### config.mk
export PLATFORM = sky130hd
export DESIGN_NAME = wordgen
export DESIGN_NICKNAME = d
export VERILOG_FILES = /design/src/rtl/wordgen_pkg.sv /design/src/rtl/wordgen_serializer.sv /design/src/rtl/wordgen.sv
export SDC_FILE = /design/constraint.sdc
export NUM_CORES = 1
export LEC_CHECK = 0
export ABC_AREA = 1
export CAP_MARGIN = 30
export CORE_MARGIN = 2
export CORE_UTILIZATION = 50
export DETAILED_ROUTE_END_ITERATION = 6
export DONT_BUFFER_PORTS = 1
export PLACE_DENSITY = 0.68
export SYNTH_ARGS = -nofsm -noshare
export SYNTH_HDL_FRONTEND = slang
export SYNTH_SLANG_ARGS = --single-unit
### constraint.sdc
create_clock -name sysclk -period 1.95 [get_ports sysclk]
set_input_delay 0.195 -clock sysclk [delete_from_list [all_inputs] [get_ports sysclk]]
set_output_delay 0.195 -clock sysclk [all_outputs]
set_load 0.05 [all_outputs]
### src/rtl/wordgen_pkg.sv
// wordgen_pkg -- shared types and constants for the wordgen serial word generator.
//   state_t     : serializer FSM states (ST_PARITY exists only with WORDGEN_PARITY_EN)
//   word_t      : 4-bit switch word, bit 3 = sw1 (MSB), bit 0 = sw4 (LSB)
//   DATA_BITS   : data bits per frame
//   FRAME_BITS  : start + data (+ parity) + stop
//   even_parity : XOR of the data bits
// Build option: define WORDGEN_PARITY_EN to insert an even-parity bit before the stop bit.
package wordgen_pkg;

  localparam int DATA_BITS = 4;

`ifdef WORDGEN_PARITY_EN
  localparam int FRAME_BITS = 7;
`else
  localparam int FRAME_BITS = 6;
`endif

  typedef logic [DATA_BITS-1:0] word_t;

  typedef enum logic [2:0] {
    ST_IDLE   = 3'd0,
    ST_START  = 3'd1,
    ST_DATA   = 3'd2,
`ifdef WORDGEN_PARITY_EN
    ST_PARITY = 3'd3,
`endif
    ST_STOP   = 3'd4
  } state_t;

  function automatic logic even_parity(input word_t w);
    return ^w;
  endfunction

endpackage

### src/rtl/wordgen_serializer.sv
// wordgen_serializer -- frame FSM with bit and period counters.
//   sysclk       : system clock, rising edge
//   rst_n        : synchronous active-low reset
//   i_load       : a frame is available (level); taken when idle or at stop-bit end
//   i_word       : word to send, captured when the frame is taken
//   o_idle       : FSM is in IDLE
//   o_frame_done : last clock of the stop bit
//   o_out        : registered serial line, idle high
// Build option: WORDGEN_PARITY_EN adds the parity state.
module wordgen_serializer
  import wordgen_pkg::*;
#(
  parameter int BIT_PERIOD = 100
) (
  input  logic  sysclk,
  input  logic  rst_n,
  input  logic  i_load,
  input  word_t i_word,
  output logic  o_idle,
  output logic  o_frame_done,
  output logic  o_out
);

  localparam logic [15:0] LAST_TICK = 16'(BIT_PERIOD - 1);
`ifdef WORDGEN_PARITY_EN
  localparam state_t AFTER_DATA = ST_PARITY;
`else
  localparam state_t AFTER_DATA = ST_STOP;
`endif

  state_t      r_state;
  state_t      w_next_state;
  logic [15:0] r_period;
  logic [15:0] w_next_period;
  logic [1:0]  r_bit;
  logic [1:0]  w_next_bit;
  word_t       r_word;
  logic        r_out;
  logic        w_next_out;
  logic        w_period_end;
  logic        w_frame_done;
  logic        w_accept;

  assign w_period_end = (r_period == LAST_TICK);
  assign w_accept     = i_load & ((r_state == ST_IDLE) | w_frame_done);
  assign o_idle       = (r_state == ST_IDLE);
  assign o_frame_done = w_frame_done;
  assign o_out        = r_out;

  // Next-state, counter and next-output logic; out is computed from the next state so it is registered.
  always_comb begin
    w_next_state  = r_state;
    w_next_period = r_period + 16'd1;
    w_next_bit    = r_bit;
    w_frame_done  = 1'b0;
    w_next_out    = 1'b1;
    case (r_state)
      ST_IDLE: begin
        w_next_period = 16'd0;
        if (i_load) begin
          w_next_state = ST_START;
        end else begin
          w_next_state = ST_IDLE;
        end
      end
      ST_START: begin
        if (w_period_end) begin
          w_next_period = 16'd0;
          w_next_bit    = 2'd0;
          w_next_state  = ST_DATA;
        end else begin
          w_next_state  = ST_START;
        end
      end
      ST_DATA: begin
        if (w_period_end) begin
          w_next_period = 16'd0;
          if (r_bit == 2'd3) begin
            w_next_state = AFTER_DATA;
          end else begin
            w_next_bit   = r_bit + 2'd1;
          end
        end else begin
          w_next_state = ST_DATA;
        end
      end
`ifdef WORDGEN_PARITY_EN
      ST_PARITY: begin
        if (w_period_end) begin
          w_next_period = 16'd0;
          w_next_state  = ST_STOP;
        end else begin
          w_next_state  = ST_PARITY;
        end
      end
`endif
      ST_STOP: begin
        if (w_period_end) begin
          w_frame_done  = 1'b1;
          w_next_period = 16'd0;
          // Back-to-back frames skip IDLE so there is no gap after the stop bit.
          if (i_load) begin
            w_next_state = ST_START;
          end else begin
            w_next_state = ST_IDLE;
          end
        end else begin
          w_next_state = ST_STOP;
        end
      end
      default: begin
        w_next_state  = ST_IDLE;
        w_next_period = 16'd0;
        w_next_bit    = 2'd0;
      end
    endcase

    case (w_next_state)
      ST_IDLE:   w_next_out = 1'b1;
      ST_START:  w_next_out = 1'b0;
      // MSB first: data bit 0 is word bit 3, so the index is the bit count inverted.
      ST_DATA:   w_next_out = r_word[~w_next_bit];
`ifdef WORDGEN_PARITY_EN
      ST_PARITY: w_next_out = even_parity(r_word);
`endif
      ST_STOP:   w_next_out = 1'b1;
      default:   w_next_out = 1'b1;
    endcase
  end

  // State, counters, captured word and output register.
  always_ff @(posedge sysclk) begin
    if (!rst_n) begin
      r_state  <= ST_IDLE;
      r_period <= 16'd0;
      r_bit    <= 2'd0;
      r_word   <= 4'd0;
      r_out    <= 1'b1;
    end else begin
      r_state  <= w_next_state;
      r_period <= w_next_period;
      r_bit    <= w_next_bit;
      r_out    <= w_next_out;
      if (w_accept) begin
        r_word <= i_word;
      end
    end
  end

endmodule

### src/rtl/wordgen.sv
// wordgen -- switch-word serial generator with a small replay memory.
//   sysclk         : 50 MHz system clock, rising edge
//   rst_n          : synchronous active-low reset
//   sw1..sw4       : word bits (sw1 = MSB), asynchronous
//   write          : capture / transmit request, asynchronous level
//   auto           : 1 = replay stored words, 0 = manual, asynchronous
//   out            : registered serial line, idle high
// Parameters: BIT_PERIOD (clocks per bit, 2..65535), DEPTH (memory entries, power of two >= 2).
// Build option: WORDGEN_PARITY_EN inserts an even-parity bit before the stop bit.
module wordgen
  import wordgen_pkg::*;
#(
  parameter int BIT_PERIOD = 100,
  parameter int DEPTH      = 8
) (
  input  logic sysclk,
  input  logic rst_n,
  input  logic sw1,
  input  logic sw2,
  input  logic sw3,
  input  logic sw4,
  input  logic write,
  input  logic auto,
  output logic out
);

  localparam int               PTR_W    = $clog2(DEPTH);
  localparam logic [PTR_W-1:0] PTR_ZERO = {PTR_W{1'b0}};
  localparam logic [PTR_W-1:0] PTR_ONE  = PTR_W'(1);
  localparam logic [PTR_W:0]   CNT_ZERO = {(PTR_W+1){1'b0}};
  localparam logic [PTR_W:0]   CNT_ONE  = (PTR_W+1)'(1);
  localparam logic [PTR_W:0]   CNT_FULL = (PTR_W+1)'(DEPTH);

  logic [5:0]       r_meta;
  logic [5:0]       r_sync;
  logic             r_write_d;
  logic             r_auto_d;
  word_t            r_mem [DEPTH];
  logic [PTR_W-1:0] r_wr_ptr;
  logic [PTR_W-1:0] r_rd_ptr;
  logic [PTR_W:0]   r_count;

  word_t            w_sw;
  logic             w_write;
  logic             w_auto;
  logic             w_write_rise;
  logic             w_auto_rise;
  logic             w_capture;
  logic [PTR_W-1:0] w_rd_idx;
  logic [PTR_W-1:0] w_rd_next;
  logic             w_load;
  word_t            w_word;
  logic             w_idle;
  logic             w_frame_done;
  logic             w_accept;

  assign w_sw         = r_sync[3:0];
  assign w_write      = r_sync[4];
  assign w_auto       = r_sync[5];
  assign w_write_rise = w_write & ~r_write_d;
  assign w_auto_rise  = w_auto & ~r_auto_d;
  // A write edge arriving with (or during) auto is never stored.
  assign w_capture    = w_write_rise & ~w_auto;
  assign w_accept     = w_load & (w_idle | w_frame_done);

  // Two-flop synchronizers for every asynchronous input, plus edge-detect history.
  always_ff @(posedge sysclk) begin
    if (!rst_n) begin
      r_meta    <= 6'd0;
      r_sync    <= 6'd0;
      r_write_d <= 1'b0;
      r_auto_d  <= 1'b0;
    end else begin
      r_meta    <= {auto, write, sw1, sw2, sw3, sw4};
      r_sync    <= r_meta;
      r_write_d <= w_write;
      r_auto_d  <= w_auto;
    end
  end

  // Frame source selection: live switches in manual mode, memory replay in auto mode.
  always_comb begin
    // The auto edge restarts replay at entry 0 in the same clock the first frame is taken.
    if (w_auto_rise) begin
      w_rd_idx = PTR_ZERO;
    end else begin
      w_rd_idx = r_rd_ptr;
    end
    if (({1'b0, w_rd_idx} + CNT_ONE) == r_count) begin
      w_rd_next = PTR_ZERO;
    end else begin
      w_rd_next = w_rd_idx + PTR_ONE;
    end
    if (w_auto) begin
      w_load = (r_count != CNT_ZERO);
      w_word = r_mem[w_rd_idx];
    end else begin
      w_load = w_write;
      w_word = w_sw;
    end
  end

  // Word memory; contents need no reset.
  always_ff @(posedge sysclk) begin
    if (w_capture) begin
      r_mem[r_wr_ptr] <= w_sw;
    end
  end

  // Write pointer, fill count and replay pointer.
  always_ff @(posedge sysclk) begin
    if (!rst_n) begin
      r_wr_ptr <= PTR_ZERO;
      r_rd_ptr <= PTR_ZERO;
      r_count  <= CNT_ZERO;
    end else begin
      if (w_capture) begin
        r_wr_ptr <= r_wr_ptr + PTR_ONE;
        if (r_count != CNT_FULL) begin
          r_count <= r_count + CNT_ONE;
        end
      end
      if (w_accept && w_auto) begin
        r_rd_ptr <= w_rd_next;
      end else if (w_auto_rise) begin
        r_rd_ptr <= PTR_ZERO;
      end
    end
  end

  wordgen_serializer #(
    .BIT_PERIOD(BIT_PERIOD)
  ) u_ser (
    .sysclk      (sysclk),
    .rst_n       (rst_n),
    .i_load      (w_load),
    .i_word      (w_word),
    .o_idle      (w_idle),
    .o_frame_done(w_frame_done),
    .o_out       (out)
  );

endmodule

==> flow_metrics.tcl, run 1 <==
set metrics [dict create \
    cts_root_buffer "clkbuf_8" \
    p_per_area_nw_per_um2 777 \
    drive_gt1_share_pct 11.5 \
    place_ws_ns 0.0657 \
    cts_max_level 3 \
    final_nets 442 \
    io_buffer_count 0 \
    hold_path_end "u_ser.r_state[1]$_SDFF_PN0_" \
    grt_pass1_wl_um 11300 \
    die-area_sq_um 7900 \
    arrival_ns 1.84 \
    hold_violations 0 \
    crit_path_end_kind "flip-flop" \
    insertion_delay_ns 0.35 \
    synthCells 415 \
    drv_cap 0 \
    synth_warnings 0 \
    synth-seq-area-share_pct 54.5 \
    grt_max_degree 27 \
    syn_area_sq_um 3600 \
    critPathKind "flip-flop to flip-flop" \
    start_kind "flip-flop" \
    ir_worst_vdd_mv 0.548 \
    ctsLongestPathBuffers 2 \
    core.rowCount 30 \
    fp.dieW_um 88.9 \
    finalWorstSetupSlack_ns 0.130 \
    drtIter0Drc 194 \
    synth_common_cells "nor2_1, nand2_1, inv_1, dfxtp_1, edfxtp_1" \
    drt-total-wl_um 6700 \
    gp_congestion 0.853 \
    reg2reg_to "r_mem[5][1]$_DFFE_PP_" \
    cts_tree "done" \
    dr.pass1.iters 4 \
    numClockSinks 82 \
    hpwl_um 4700 \
    crit_fanout 9 \
    synth_top_area_share_pct 27.8 \
    hold_start "rst_n" \
    drt.antenna.violating_nets 0 \
    placeableCoreArea_sq_um 6870 \
    whs_path_depth 2 \
    areaGrowthSynthToFinish_pct 9.97 \
    ios 9 \
    initial_utilization_pct 52.4 \
    antenna_found_initial 0 \
    syn_nets 428 \
    grt_overflow 0 \
    synth.avg_cell_area_sq_um 8.68 \
    synth.most_common_cell "nor2_1" \
    vias 2671 \
    post_drt_wl_per_cell_um 12.6 \
    r2r_slack_ns 0.13 \
    num-fill-cells 600 \
    setup-tns-final_ns 0 \
    synth_area_leaders "dfxtp_1, edfxtp_1, nor2_1" \
    status "completed" \
    drt-vias-per-instance 5.04 \
    worstMarginPinSlew_ns 0.821 \
    grtUsageTotal_pct 19.0 \
    r2r_cells 6 \
    fmax_mhz 550 \
    clock_skew_ns 0.0149 \
    startpoint "r_sync[5]$_SDFF_PN0_" \
    route.detailed.drc 0 \
    regToRegStartpoint "r_sync[5]$_SDFF_PN0_" \
    hold_class "input port to flip-flop" \
    crit_required_ns 1.97 \
    setup_viol 0 \
    synth_edf_count 32 \
    slew-limit-headroom_pct 45.1 \
    p_leak_uw 0.00156 \
    synth_cell_types 33 \
    async_flop_share_pct 0 \
    antenna_cells 0 \
    rsz0062_at_grt "false" \
    yosysTopAreaCell "dfxtp_1" \
    period_needed_ns 1.82 \
    cts_buffers 9 \
    synth_flop_cell "dfxtp_1" \
    period_share_pct 93.3 \
    first_global_vias 2567 \
    clk_pin_slew_ns 0.09 \
    ys_ff_latch 82 \
    die-height_um 88.9 \
    finalMaxSlewViolations 0 \
]
-- timing repair --
action | 4_1_cts | 5_1_grt
setup endpoints to repair | 0 | 2
hold endpoints to repair | 26 | 0
hold buffers | 7 | 0
setup buffers | 0 | 0
gates resized for setup | 0 | 2
-- registers in the layout, indices dropped and copies added, names as in the netlist --
| register | cells |
|---|---|
| u_ser.r_state | 3 |
| r_sync | 6 |
| u_ser.r_period | 16 |
| r_mem | 32 |
| r_auto_d | 1 |
| u_ser.r_bit | 2 |
| u_ser.r_word | 4 |
| u_ser.o_out | 1 |
| r_rd_ptr | 3 |
| r_write_d | 1 |
| r_count | 4 |
| r_meta | 6 |
| r_wr_ptr | 3 |
-- where the power goes --
| group | switching [uW] | total [uW] | internal [uW] |
|---|---|---|---|
| logic | 82.8 | 130 | 47.1 |
| registers | 30.5 | 1840 | 1800 |
| clock network | 640 | 1110 | 470 |
| total | 753 | 3080 | 2320 |
-- cells in the final DEF, fill, tap and decap left out, types with 2 or more instances in the layout --
cell type,count
nand2_4,3
a21oi_1,22
o211ai_1,8
nor3_2,4
nand2_1,62
nor2_4,2
clkinv_4,3
buf_4,3
nor3b_1,5
nand3_2,2
xor2_1,4
o21ai_0,24
dlygate4sd3_1,7
o21ai_1,12
edfxtp_1,32
dfxtp_1,50
nand2_2,8
inv_2,5
nand3_1,18
inv_1,53
nor2_1,64
nor3_1,9
xnor2_1,2
clkbuf_8,9
ha_1,5
clkinvlp_4,2
nor2_2,4
nand4_1,4
-- metal layers --
metal  up-vias  wire [um]  global-route usage (%)
met1      1228       2990                    22.7
met4         0        111                    9.23
met3        11        246                    4.66
met2        42       3360                    32.0
met5         -          0                       0
li1       1390          -                       -
-- per-stage QoR --
step                total power, uW  utilization, %  hold slack [ns]  cells  instance area, sq um
global placement               1980            53.9            0.293    507                  3700
detailed placement             1990            53.9            0.296    507                  3700
finish                         3080            57.7            0.124    530                  3960
global route                   3200            57.7            0.134    530                  3960
floorplan                      1960               -            0.293    415                  3600
CTS                            3110            57.5           0.0981    530                  3950
-- cell type report --
type	instances	area, sq um	area share [%]
sequential	82	1960	49.5
clock inverter	7	55.1	1.39
multi-input combinational	268	1390	35.1
inverter	58	218	5.50
clock buffer	9	124	3.13
tap	96	120	3.03
timing repair buffer	10	92.6	2.34
-- critical path, cell delays in order, from the launching register on --
cell and delay [ns]:
dfxtp_1 0.32, buf_4 0.16, nor3_2 0.36, inv_1 0.12
nor2_1 0.15, inv_1 0.11, nor2_1 0.28
-- logic make-up after synthesis --
| family | synth area share (%) |
|---|---|
| simple gates | 24.2 |
| compound gates | 11.0 |
| xor+xnor | 1.46 |
| flops | 54.5 |
| buf+inv | 7.16 |
| fa+ha+maj | 1.74 |
-- how the worst max path moves through the flow --
stage | end | slack [ns]
6_report | r_mem[5][1]$_DFFE_PP_ | 0.13
3_5_place_dp | r_mem[1][1]$_DFFE_PP_ | 0.07
3_3_place_gp | r_mem[1][0]$_DFFE_PP_ | 0.14
2_1_floorplan | r_rd_ptr[0]$_SDFF_PN0_ | 0.12
5_1_grt | r_mem[5][0]$_DFFE_PP_ | 0.01
4_1_cts | r_mem[1][3]$_DFFE_PP_ | 0.06
No activity file was read; power rests on OpenSTA's default activity.
==> run 2, diff against run 1 <==
--- a/config.mk
+++ b/config.mk
@@ -12,6 +12,7 @@
 export DETAILED_ROUTE_END_ITERATION = 6
 export DONT_BUFFER_PORTS = 1
 export PLACE_DENSITY = 0.68
+export SKIP_CTS_REPAIR_TIMING = 1
 export SYNTH_ARGS = -nofsm -noshare
 export SYNTH_HDL_FRONTEND = slang
 export SYNTH_SLANG_ARGS = --single-unit
==> run 2 against run 1 <==
Net effect: the flow now finishes with violations (hold timing); final area unchanged; hold slack worse by 0.14 ns; register-to-register slack is essentially flat; cell count unchanged; setup slack lost 0.0049 ns; clock power hardly changed; first-iteration DRC count shrank 14%; total power is 0.24% lower; die area unchanged; sequential power barely moved; routed wire length is essentially flat; critical endpoint unchanged; largest cell class unchanged; highest routed layer unchanged.
==> flow_metrics.tcl, run 2 (synthesized netlist as in run 1, its figures left out) <==
set metrics [dict create \
    p_leak_uw 0.00156 \
    die-area_sq_um 7900 \
    hold_violations 3 \
    arrival_ns 1.84 \
    failed_checks "hold timing" \
    status "complete, but fails checks" \
    ir_worst_vdd_mv 0.547 \
    drv_cap 0 \
    multi_input_area_sq_um 1390 \
    gp_congestion 0.853 \
    io_buffer_count 0 \
    drt-total-wl_um 6700 \
    max_flop_register "r_mem" \
    clock_skew_ns 0.0125 \
    grtUsageTotal_pct 18.6 \
    final_cell_mix "nor2_1, nand2_1, inv_1" \
    seq_area_sq_um 1960 \
    largest_register_ffs 32 \
    placeableCoreArea_sq_um 6870 \
    place_area_sq_um 3700 \
    areaGrowthSynthToFinish_pct 9.97 \
    worstMarginPinSlew_ns 0.762 \
    p_per_area_nw_per_um2 775 \
    clk_pin_slew_ns 0.08 \
    insertion_delay_ns 0.35 \
    setup-tns-final_ns 0 \
    period_needed_ns 1.82 \
    hpwl_um 4700 \
    cts_buffers 9 \
    final_util_pct 57.7 \
    crit_family "simple AND/OR/NAND/NOR gates" \
    grt_pass1_wl_um 11100 \
    drive_gt1_share_pct 11.5 \
    setup_viol 0 \
    post_drt_wl_per_cell_um 12.6 \
    drtIter0Drc 166 \
    grt_max_degree 29 \
    critPathKind "flip-flop to flip-flop" \
    first_global_vias 2512 \
    crit_path_end_kind "flip-flop" \
    ios 9 \
    antenna_found_initial 0 \
    fin_area_sq_um 3960 \
    cts_root_buffer "clkbuf_8" \
    route.detailed.drc 0 \
    ctsLongestPathBuffers 2 \
    fp.dieW_um 88.9 \
    path_buf_inv 3 \
    drt.antenna.violating_nets 0 \
    crit_path_max_incr_delay_ns 0.36 \
    numClockSinks 82 \
    start_kind "flip-flop" \
    reg_top3 "r_mem (32), u_ser.r_period (16)" \
    slew-limit-headroom_pct 49.0 \
    cpMaxStageDelayCell "nor3_2" \
    dr.pass1.iters 4 \
    crit_required_ns 1.96 \
    antenna_cells 0 \
    finalMaxSlewViolations 0 \
    grt_overflow 0 \
    drt-vias-per-instance 5.05 \
    cts_tree "done" \
    vias 2677 \
    rsz0062_at_grt "false" \
    die-height_um 88.9 \
    final_common_cell "nor2_1" \
    initial_utilization_pct 52.4 \
    core.rowCount 30 \
    hold_class "input port to flip-flop" \
    crit_fanout 9 \
    period_share_pct 93.6 \
    fmax_mhz 548 \
    final_nets 442 \
    path_cells "buf_4 -> nor3_2 -> inv_1 -> nor2_1 -> inv_1 -> nor2_1" \
    num-fill-cells 600 \
    cts_max_level 3 \
    worst_hold_slack_ns -0.0202 \
]
run 2: cell counts in the layout (fill, tap and decap cells not counted):
No cell type changed its count.
run 2: metrics by stage:
stage               setup slack, ns  hold slack [ns]  total power [uW]  instances
finish                        0.125          -0.0202              3070        530
global placement              0.140            0.293              1980        507
floorplan                     0.123            0.293              1960        415
global route                 0.0110          0.00324              3200        530
CTS                          0.0605          -0.0823              3100        523
detailed placement           0.0657            0.296              1990        507
run 2: cell type report:
class	count	area share, %
sequential	82	49.5
multi-input combinational	268	35.1
inverter	58	5.50
clock buffer	9	3.13
tap	96	3.03
timing repair buffer	10	2.34
clock inverter	7	1.39
run 2: worst register-to-register path, cell delays in order (launching register included):
cell     delay, ns
dfxtp_1       0.32
buf_4         0.16
nor3_2        0.36
inv_1         0.12
nor2_1        0.15
inv_1         0.11
nor2_1        0.28
run 2: metal layers:
layer	vias up	share of wire (%)	track usage [%]
li1	1388	-	-
met1	1228	45	22.4
met2	49	49	31.1
met3	12	3.3	4.66
met4	0	1.9	9.23
met5	-	0	0
run 2: report_power, final:
group / internal, uW / switching (uW)
sequential: 1800 / 31.1
clock: 470 / 633
combinational: 47.1 / 82.1
total: 2320 / 746
run 2: worst paths after layout:
check / start / endpoint / slack [ns] / cells past startpoint
hold reg to reg: r_meta[5]$_SDFF_PN0_ / r_sync[5]$_SDFF_PN0_ / 0.41 / 2
setup / recovery: r_sync[5]$_SDFF_PN0_ / r_mem[5][1]$_DFFE_PP_ / 0.13 / 6
hold / removal: rst_n / r_count[0]$_SDFFE_PN0P_ / -0.02 / 2
setup reg to reg: r_sync[5]$_SDFF_PN0_ / r_mem[5][1]$_DFFE_PP_ / 0.13 / 6
